===== config.mk =====
export PLATFORM = sky130hd
export DESIGN_NAME = crc_byte_serializer
export DESIGN_NICKNAME = d
export VERILOG_FILES = /design/src/rtl/crc_byte_serializer.sv
export SDC_FILE = /design/constraint.sdc
export NUM_CORES = 1
export LEC_CHECK = 0
export ABC_AREA = 1
export BUFFER_PORTS_ARGS = -buffer_cell sky130_fd_sc_hd__buf_2
export CAP_MARGIN = 10
export CORE_ASPECT_RATIO = 0.6
export CORE_MARGIN = 2
export CORE_UTILIZATION = 29
export CTS_BUF_LIST = sky130_fd_sc_hd__clkbuf_8
export DETAILED_ROUTE_END_ITERATION = 6
export GPL_ROUTABILITY_DRIVEN = 0
export GPL_TIMING_DRIVEN = 1
export PLACE_DENSITY_LB_ADDON = 0.08
export SETUP_SLACK_MARGIN = 0.2
export SYNTH_ARGS = -nofsm -noshare
export SYNTH_HDL_FRONTEND = slang
export SYNTH_SLANG_ARGS = --single-unit

===== constraint.sdc =====
create_clock -name clk -period 1.4 [get_ports clk]
set_clock_uncertainty 0.05 [all_clocks]
set_input_delay 0.07 -clock clk [delete_from_list [all_inputs] [get_ports clk]]
set_output_delay 0.07 -clock clk [all_outputs]
set_load 0.01 [all_outputs]

===== src/rtl/crc_byte_serializer.sv =====
// -----------------------------------------------------------------------------
// crc_byte_serializer
//
// Upstream feeder for the serial CRC engine. Takes one parallel word on a
// valid/ready handshake, shifts it out bit-serially on s_data while holding
// active high for exactly DATA_WIDTH cycles, then waits for the CRC engine's
// Valid burst to finish (or time out), inserts an idle gap and accepts the
// next word.
//
// Configuration macro:
//   CRC_SER_MSB_FIRST_EN  defined   -> bits leave MSB first
//                         undefined -> bits leave LSB first (CRC engine order)
//
// Parameters:
//   DATA_WIDTH  bits per frame and length of the active burst (>= 2)
//   GAP_CYCLES  idle cycles after a frame before p_ready returns (0 allowed)
//   TIMEOUT     max cycles spent waiting for the CRC Valid burst
//
// Ports:
//   clk         clock, rising edge
//   rst         synchronous active-high reset
//   p_data      parallel word to serialize
//   p_valid     p_data valid
//   p_ready     serializer can accept (idle and not in reset)
//   crc_valid   Valid output of the CRC engine
//   s_data      serial bit to the CRC DATA input (registered)
//   active      to the CRC Active input (registered)
//   busy        high in any state other than idle (registered)
//   frame_done  1-cycle pulse: CRC Valid burst completed
//   crc_err     1-cycle pulse: CRC Valid burst did not complete in time
// -----------------------------------------------------------------------------
module crc_byte_serializer #(
  parameter int DATA_WIDTH = 8,
  parameter int GAP_CYCLES = 2,
  parameter int TIMEOUT    = 32
) (
  input  logic                  clk,
  input  logic                  rst,
  input  logic [DATA_WIDTH-1:0] p_data,
  input  logic                  p_valid,
  output logic                  p_ready,
  input  logic                  crc_valid,
  output logic                  s_data,
  output logic                  active,
  output logic                  busy,
  output logic                  frame_done,
  output logic                  crc_err
);

  localparam int MAX_AB = (DATA_WIDTH > TIMEOUT) ? DATA_WIDTH : TIMEOUT;
  localparam int MAX_V  = (MAX_AB > GAP_CYCLES) ? MAX_AB : GAP_CYCLES;
  localparam int CNT_W  = $clog2(MAX_V + 1);

  localparam logic [CNT_W-1:0] CNT_ZERO  = CNT_W'(0);
  localparam logic [CNT_W-1:0] CNT_ONE   = CNT_W'(1);
  localparam logic [CNT_W-1:0] BIT_LAST  = CNT_W'(DATA_WIDTH - 1);
  localparam logic [CNT_W-1:0] WAIT_LAST = CNT_W'(TIMEOUT - 1);
  localparam logic [CNT_W-1:0] GAP_LAST  = CNT_W'((GAP_CYCLES > 0) ? (GAP_CYCLES - 1) : 0);

  typedef enum logic [1:0] {
    ST_IDLE  = 2'd0,
    ST_SHIFT = 2'd1,
    ST_WAIT  = 2'd2,
    ST_GAP   = 2'd3
  } state_t;

  // With no gap configured the wait state returns straight to idle.
  localparam state_t POST_WAIT = (GAP_CYCLES == 0) ? ST_IDLE : ST_GAP;

`ifdef CRC_SER_MSB_FIRST_EN
  // Bit that leaves first from a word still to be sent.
  function automatic logic head_bit(input logic [DATA_WIDTH-1:0] d);
    head_bit = d[DATA_WIDTH-1];
  endfunction

  // Drop the bit just sent so the next one is at the head.
  function automatic logic [DATA_WIDTH-1:0] advance(input logic [DATA_WIDTH-1:0] d);
    advance = {d[DATA_WIDTH-2:0], 1'b0};
  endfunction
`else
  // Bit that leaves first from a word still to be sent.
  function automatic logic head_bit(input logic [DATA_WIDTH-1:0] d);
    head_bit = d[0];
  endfunction

  // Drop the bit just sent so the next one is at the head.
  function automatic logic [DATA_WIDTH-1:0] advance(input logic [DATA_WIDTH-1:0] d);
    advance = {1'b0, d[DATA_WIDTH-1:1]};
  endfunction
`endif

  state_t                  state_r, next_state_s;
  logic [DATA_WIDTH-1:0]   shift_r, shift_nxt_s, shift_adv_s;
  logic [CNT_W-1:0]        bit_cnt_r, bit_cnt_nxt_s;
  logic [CNT_W-1:0]        wait_cnt_r, wait_cnt_nxt_s;
  logic [CNT_W-1:0]        gap_cnt_r, gap_cnt_nxt_s;
  logic                    seen_r, seen_nxt_s;
  logic                    s_data_r, s_data_nxt_s;
  logic                    active_r, active_nxt_s;
  logic                    frame_done_r, frame_done_nxt_s;
  logic                    crc_err_r, crc_err_nxt_s;
  logic                    busy_r;
  logic                    ready_r;

  logic accept_s, last_bit_s, crc_done_s, crc_tmo_s, gap_end_s;

  assign accept_s    = (state_r == ST_IDLE) && p_valid;
  assign last_bit_s  = (state_r == ST_SHIFT) && (bit_cnt_r == BIT_LAST);
  // Burst complete once Valid has been seen and is now low again.
  assign crc_done_s  = (state_r == ST_WAIT) && seen_r && !crc_valid;
  // Completion on the final wait cycle takes priority over the timeout.
  assign crc_tmo_s   = (state_r == ST_WAIT) && !crc_done_s && (wait_cnt_r == WAIT_LAST);
  assign gap_end_s   = (state_r == ST_GAP) && (gap_cnt_r == GAP_LAST);
  assign shift_adv_s = advance(shift_r);

  // State register.
  always_ff @(posedge clk) begin
    if (rst) begin
      state_r <= ST_IDLE;
    end else begin
      state_r <= next_state_s;
    end
  end

  // Next-state decode.
  always_comb begin
    next_state_s = state_r;
    case (state_r)
      ST_IDLE: begin
        if (accept_s) begin
          next_state_s = ST_SHIFT;
        end else begin
          next_state_s = ST_IDLE;
        end
      end
      ST_SHIFT: begin
        if (last_bit_s) begin
          next_state_s = ST_WAIT;
        end else begin
          next_state_s = ST_SHIFT;
        end
      end
      ST_WAIT: begin
        if (crc_done_s || crc_tmo_s) begin
          next_state_s = POST_WAIT;
        end else begin
          next_state_s = ST_WAIT;
        end
      end
      ST_GAP: begin
        if (gap_end_s) begin
          next_state_s = ST_IDLE;
        end else begin
          next_state_s = ST_GAP;
        end
      end
      default: begin
        next_state_s = ST_IDLE;
      end
    endcase
  end

  // Next values of the registered outputs, shift register and counters.
  always_comb begin
    shift_nxt_s      = shift_r;
    bit_cnt_nxt_s    = bit_cnt_r;
    wait_cnt_nxt_s   = wait_cnt_r;
    gap_cnt_nxt_s    = gap_cnt_r;
    seen_nxt_s       = seen_r;
    s_data_nxt_s     = 1'b0;
    active_nxt_s     = 1'b0;
    frame_done_nxt_s = 1'b0;
    crc_err_nxt_s    = 1'b0;
    case (state_r)
      ST_IDLE: begin
        if (accept_s) begin
          shift_nxt_s   = p_data;
          s_data_nxt_s  = head_bit(p_data);
          active_nxt_s  = 1'b1;
          bit_cnt_nxt_s = CNT_ZERO;
        end else begin
          shift_nxt_s   = shift_r;
        end
      end
      ST_SHIFT: begin
        if (last_bit_s) begin
          wait_cnt_nxt_s = CNT_ZERO;
          seen_nxt_s     = 1'b0;
        end else begin
          shift_nxt_s    = shift_adv_s;
          s_data_nxt_s   = head_bit(shift_adv_s);
          active_nxt_s   = 1'b1;
          bit_cnt_nxt_s  = bit_cnt_r + CNT_ONE;
        end
      end
      ST_WAIT: begin
        if (crc_done_s) begin
          frame_done_nxt_s = 1'b1;
          gap_cnt_nxt_s    = CNT_ZERO;
        end else if (crc_tmo_s) begin
          crc_err_nxt_s    = 1'b1;
          gap_cnt_nxt_s    = CNT_ZERO;
        end else begin
          wait_cnt_nxt_s   = wait_cnt_r + CNT_ONE;
          seen_nxt_s       = seen_r | crc_valid;
        end
      end
      ST_GAP: begin
        if (gap_end_s) begin
          gap_cnt_nxt_s = CNT_ZERO;
        end else begin
          gap_cnt_nxt_s = gap_cnt_r + CNT_ONE;
        end
      end
      default: begin
        shift_nxt_s = shift_r;
      end
    endcase
  end

  // Datapath and output registers; reset discards any partial frame.
  always_ff @(posedge clk) begin
    if (rst) begin
      shift_r      <= '0;
      bit_cnt_r    <= CNT_ZERO;
      wait_cnt_r   <= CNT_ZERO;
      gap_cnt_r    <= CNT_ZERO;
      seen_r       <= 1'b0;
      s_data_r     <= 1'b0;
      active_r     <= 1'b0;
      frame_done_r <= 1'b0;
      crc_err_r    <= 1'b0;
      busy_r       <= 1'b0;
      ready_r      <= 1'b1;
    end else begin
      shift_r      <= shift_nxt_s;
      bit_cnt_r    <= bit_cnt_nxt_s;
      wait_cnt_r   <= wait_cnt_nxt_s;
      gap_cnt_r    <= gap_cnt_nxt_s;
      seen_r       <= seen_nxt_s;
      s_data_r     <= s_data_nxt_s;
      active_r     <= active_nxt_s;
      frame_done_r <= frame_done_nxt_s;
      crc_err_r    <= crc_err_nxt_s;
      busy_r       <= (next_state_s != ST_IDLE);
      ready_r      <= (next_state_s == ST_IDLE);
    end
  end

  // ready_r mirrors the idle state; reset must also hold p_ready low.
  assign p_ready    = ready_r & ~rst;
  assign s_data     = s_data_r;
  assign active     = active_r;
  assign busy       = busy_r;
  assign frame_done = frame_done_r;
  assign crc_err    = crc_err_r;

endmodule

# Yosys cells after proc, flatten, opt, wreduce, memory -nomap -nowiden
# Cells that the tools add are included.
[op_classes] addsub=3 n_eq_ne=12 mux=31 bitwise=4 reduce_logical=21
[ops] cell="6-bit 2-to-1 mux" count=8
[ops] cell="6-bit one-hot mux with 2 select lines" count=3
[ops] cell="6-bit by 1-bit adder with 6-bit output (second input constant)" count=3
[ops] cell="8-bit 2-to-1 mux" count=2
[ops] cell="8-bit one-hot mux with 2 select lines" count=1
[ops] cell="1-bit 2-to-1 mux" count=11
[ops] cell="2-bit inequality test (second input constant)" count=5
[ops] cell="2-bit one-hot mux with 4 select lines" count=1
[ops] cell="2-bit nonzero test" count=4
[ops] cell="1-bit logical AND" count=7
[ops] cell="6-bit by 1-bit equality test with 1-bit output (second input constant)" count=1
[ops] cell="6-bit by 3-bit equality test with 1-bit output (second input constant)" count=1
[ops] cell="6-bit by 5-bit equality test with 1-bit output (second input constant)" count=1
[ops] cell="1-bit one-hot mux with 2 select lines" count=3
[ops] cell="2-bit equality test (second input constant)" count=2
[ops] cell="2-bit logical NOT" count=2
[ops] cell="2-bit 2-to-1 mux" count=2
[ops] cell="4-bit AND reduction" count=1
[ops] cell="3-bit inequality test (second input constant)" count=1
[ops] cell="3-bit AND reduction" count=1
[ops] cell="3-bit OR reduction" count=1
[ops] cell="2-bit by 1-bit equality test with 1-bit output (second input constant)" count=1
[ops] cell="1-bit logical NOT" count=2
[ops] cell="1-bit NOT" count=2
[ops] cell="5 further kinds" count=5
[word_totals] register_bits=35 in_bits=12 out_inout_bits=6

# Longest topological paths before layout
[depth] ltp_word=10 ltp_mapped=10 ltp_nobuf=10

# Worst setup path before layout
# No wires, ideal clock.
[synth_path] path_type="register to register" startpoint="register bit_cnt_r[0]" endpoint="register shift_r[2]" setup_time_ns=0.116 t_arrival_ns=1.374 setup_slack_ns=-0.140 path_stages_with_launch=10 period_less_slack_ns=1.540 path_cell_list="dfxtp_1 ha_1 nand2_1 nor2_2 nand2_2 nand2_2 nand2_2 buf_6 o21ai_0 nor2_1"
[synth_between] elab_chain_cells=4
[synth_lines] element="from (decl)" line="94" text="logic [CNT_W-1:0] bit_cnt_r, bit_cnt_nxt_s;"
[synth_lines] element="from (signal assigned)" line="237" text="bit_cnt_r <= bit_cnt_nxt_s;"
[synth_lines] element="6-bit by 3-bit equality test with 1-bit output" line="108" text="assign last_bit_s = (state_r == ST_SHIFT) && (bit_cnt_r == BIT_LAST);"
[synth_lines] element="1-bit logical AND" line="108"
[synth_lines] element="2-bit inequality test (no source line)"
[synth_lines] element="3-bit AND reduction (no source line)"
[synth_lines] element="to (signal assigned)" line="236" text="shift_r <= shift_nxt_s;"
[synth_lines] element="to (decl)" line="93" text="logic [DATA_WIDTH-1:0] shift_r, shift_nxt_s, shift_adv_s;"
# No other way between the ends.
# A chain may end at the register's enable or synchronous reset.

# Worst setup path after layout
[layout_path] startpoint="register bit_cnt_r[0]" endpoint="register bit_cnt_r[2]"
[layout_between] elab_chain_cells=4
[layout_lines] element="parallel branches: the longest is 4 deep, another holds 6-bit by 1-bit adder with 6-bit output"
# Parallel ways; which one is timed is not known. The select of a mux whose other input is x is not followed.

==> impl_metrics.tcl <==
set metrics [dict create \
    num_rows 22 \
    areaGrowthSynthToFinish_pct 34.8 \
    drv_cap 0 \
    initial_core_util_pct 30.1 \
    diodes 0 \
    clk-insertion-delay-late_ns 0.28 \
    dieArea_um2 7010 \
    crit_start "bit_cnt_r[0]" \
    finalHoldViolations 0 \
    yosysTopAreaCell "dfxtp_1" \
    peakVddDrop_mv 0.422 \
    ios 18 \
    die_h_um 65.6 \
    crit_arrival_ns 1.49 \
    path_clk_slew_ns 0.07 \
    status "complete, no violations" \
    fmax_mhz 725 \
    place_inst 360 \
    hold_path.class "input pin to register" \
    r2r_cells 8 \
    synth_common_cells "nand2_1 (60), dfxtp_1 (34), nor2_1 (29), nand3_1 (20), a21oi_1 (15)" \
    die_w_um 107 \
    grt_usage_pct 13.6 \
    grt_pass1_wl_mm 7.51 \
    grt_antenna_before_repair 0 \
    cts_tree "done" \
    syn_area_um2 1840 \
    fin_tns_setup_ns 0 \
    cts_buffers 5 \
    via_per_inst 4.38 \
    syn-num-nets 258 \
    worst_slew_pin_slew_ns 0.428 \
    syn_area_per_cell_um2 7.59 \
    rsz0062_at_grt "yes" \
    cts_sinks 34 \
    instances_no_fill 372 \
    cts_buffer_depth 2 \
    post-route-min-period_ns 1.38 \
    hpwl_mm 3.11 \
    start_kind "register" \
    multi_input_area_um2 1210 \
    final-seq-area_um2 692 \
    final_nets 304 \
    post-route-util_pct 40.5 \
    r2r-start "bit_cnt_r[0]" \
    grt_max_degree 15 \
    post_drt_wl_per_cell_um 11.4 \
    cts_max_level 2 \
    fill_cells 653 \
    drc 0 \
    synth_seq_cells 34 \
    cp.required_ns 1.51 \
    grt_overflow 0 \
    yosysMostFrequentCell "nand2_1" \
    yosys.area.top_type_share_pct 37.1 \
    dr.pass1.iters 5 \
    slew_headroom_pct 71.4 \
    synth-edff-count 0 \
    ys_top_cells_by_area "dfxtp_1 (37%), nand2_1 (12%), nor2_1 (5.9%)" \
    dp_slack_ns -0.0375 \
    drt_wl_total_mm 4.26 \
    power.density_nw_per_um2 795 \
    seq_area_frac_synth_pct 37.1 \
    ys_types 34 \
    timing.rr.end "bit_cnt_r[2]" \
    finalCritPeriodShare_pct 98.5 \
    worst-setup-path-type "register to register" \
    core_um2 6110 \
    postSynthCellCount 242 \
    ys_async_sr_fraction_pct 0 \
    setup_viol 0 \
    setup_ws_ns 0.0206 \
    leakagePower_nw 1.12 \
    cts_root_buffer "clkbuf_8" \
    drive_gt1_share_pct 40.3 \
    yosys_most_used_dff "dfxtp_1" \
    finalMaxSlewViolations 0 \
    grt_pass1_vias 1506 \
    worstHoldStart "crc_valid" \
    dpl-instance-area_um2 2220 \
    io_buffers 17 \
    postLayoutCellArea_um2 2480 \
    drtAntennaViolNets 0 \
    end_kind "register" \
    r2r_setup_slack_ns 0.02 \
    crit_fanout 4 \
    drtIter0Drc 91 \
    synth_warnings 0 \
    num_vias 1630 \
    cp-endpoint "bit_cnt_r[2]" \
]
[placed cells by master (no fill, tap or decap), types with 2 or more instances in the layout]
cell / netlist / final
nand2_8: 1 / 3
nand3_1: 20 / 17
inv_1: 14 / 16
a31o_2: 2 / 2
ha_4: 0 / 2
clkbuf_8: 0 / 5
ha_1: 4 / 2
nand4_1: 4 / 4
dfxtp_4: 0 / 2
o21ai_0: 9 / 2
nor2_1: 29 / 27
a21oi_2: 5 / 8
nor2_4: 4 / 6
dfxtp_2: 0 / 3
dfxtp_1: 34 / 29
nand3_4: 0 / 3
buf_4: 1 / 26
nor2_8: 2 / 2
nand2_2: 8 / 12
xor2_1: 2 / 2
nand2_4: 6 / 11
a21oi_1: 15 / 12
inv_2: 5 / 4
nand2_1: 60 / 49
o21ai_1: 0 / 7
buf_2: 2 / 17
[cell families after synthesis]
| logic type | after synthesis | synth area share (%) |
|---|---|---|
| compound gates | 35 | 12.4 |
| xor+xnor | 2 | 0.954 |
| fa+ha+maj | 4 | 2.72 |
| buf+inv | 26 | 6.34 |
| flops | 34 | 37.1 |
| simple gates | 141 | 40.5 |
[worst max-delay path, cell delays in order, from the launching register on]
cell and delay (ns):
dfxtp_4 0.35, ha_4 0.16, nand2_4 0.08, nor2_4 0.04, nand2_2 0.09, nand2_4 0.09, buf_4 0.16, o21ai_0 0.18
nor2_1 0.07
[through the flow]
step                power [mW]  hold WS (ns)
floorplan                 1.21        0.0837
global placement          1.30         0.276
detailed placement        1.30         0.281
CTS                       2.00        0.0112
global route              2.09        0.0313
finish                    1.97        0.0288
[what timing repair did]
| action | CTS | global route |
|---|---|---|
| resized for setup | 31 | 9 |
| pin swaps | 4 | 2 |
| hold buffers | 1 | 0 |
| hold endpoints to repair | 1 | 0 |
| buffers inserted | 4 | 0 |
| setup endpoints to repair | 32 | 32 |
[report_power, final]
part	switching, mW	leakage, nW	internal (mW)
registers	0.0183	0.280	1.00
logic	0.167	0.795	0.110
clock network	0.343	0.0466	0.328
[how the worst min path moves through the flow]
stage	to	slack [ns]	cells after the start
5_1_grt	shift_r[7]	0.03	3
4_1_cts	seen_r	0.01	3
6_report	seen_r	0.03	3
2_1_floorplan	bit_cnt_r[0]	0.08	1
3_3_place_gp	s_data	0.28	3
3_5_place_dp	s_data	0.28	3
[registers in the layout (all words and copies together), names as in the netlist]
register	cells
bit_cnt_r	6
gap_cnt_r	6
shift_r	7
active	1
seen_r	1
wait_cnt_r	6
crc_err	1
frame_done	1
ready_r	1
s_data	1
busy	1
state_r	2
[cell type report]
| cell class | count | share of cell area (%) |
|---|---|---|
| Tap cell | 84 | 4.24 |
| Timing Repair Buffer | 45 | 12.2 |
| Sequential cell | 34 | 27.9 |
| Clock buffer | 5 | 2.78 |
| Multi-Input combinational cell | 182 | 48.8 |
| Inverter | 20 | 3.74 |
| Clock inverter | 2 | 0.303 |
[per-layer routing]
| layer | track usage, % | routed length [µm] | vias up |
|---|---|---|---|
| met2 | 17.3 | 1560 | 21 |
| met4 | 2.92 | 17 | 0 |
| met1 | 21.8 | 2550 | 722 |
| met3 | 3.57 | 126 | 2 |
| li1 | - | - | 885 |
| met5 | 0 | 0 | - |
Note: power is estimated with default switching activity, not from simulation.
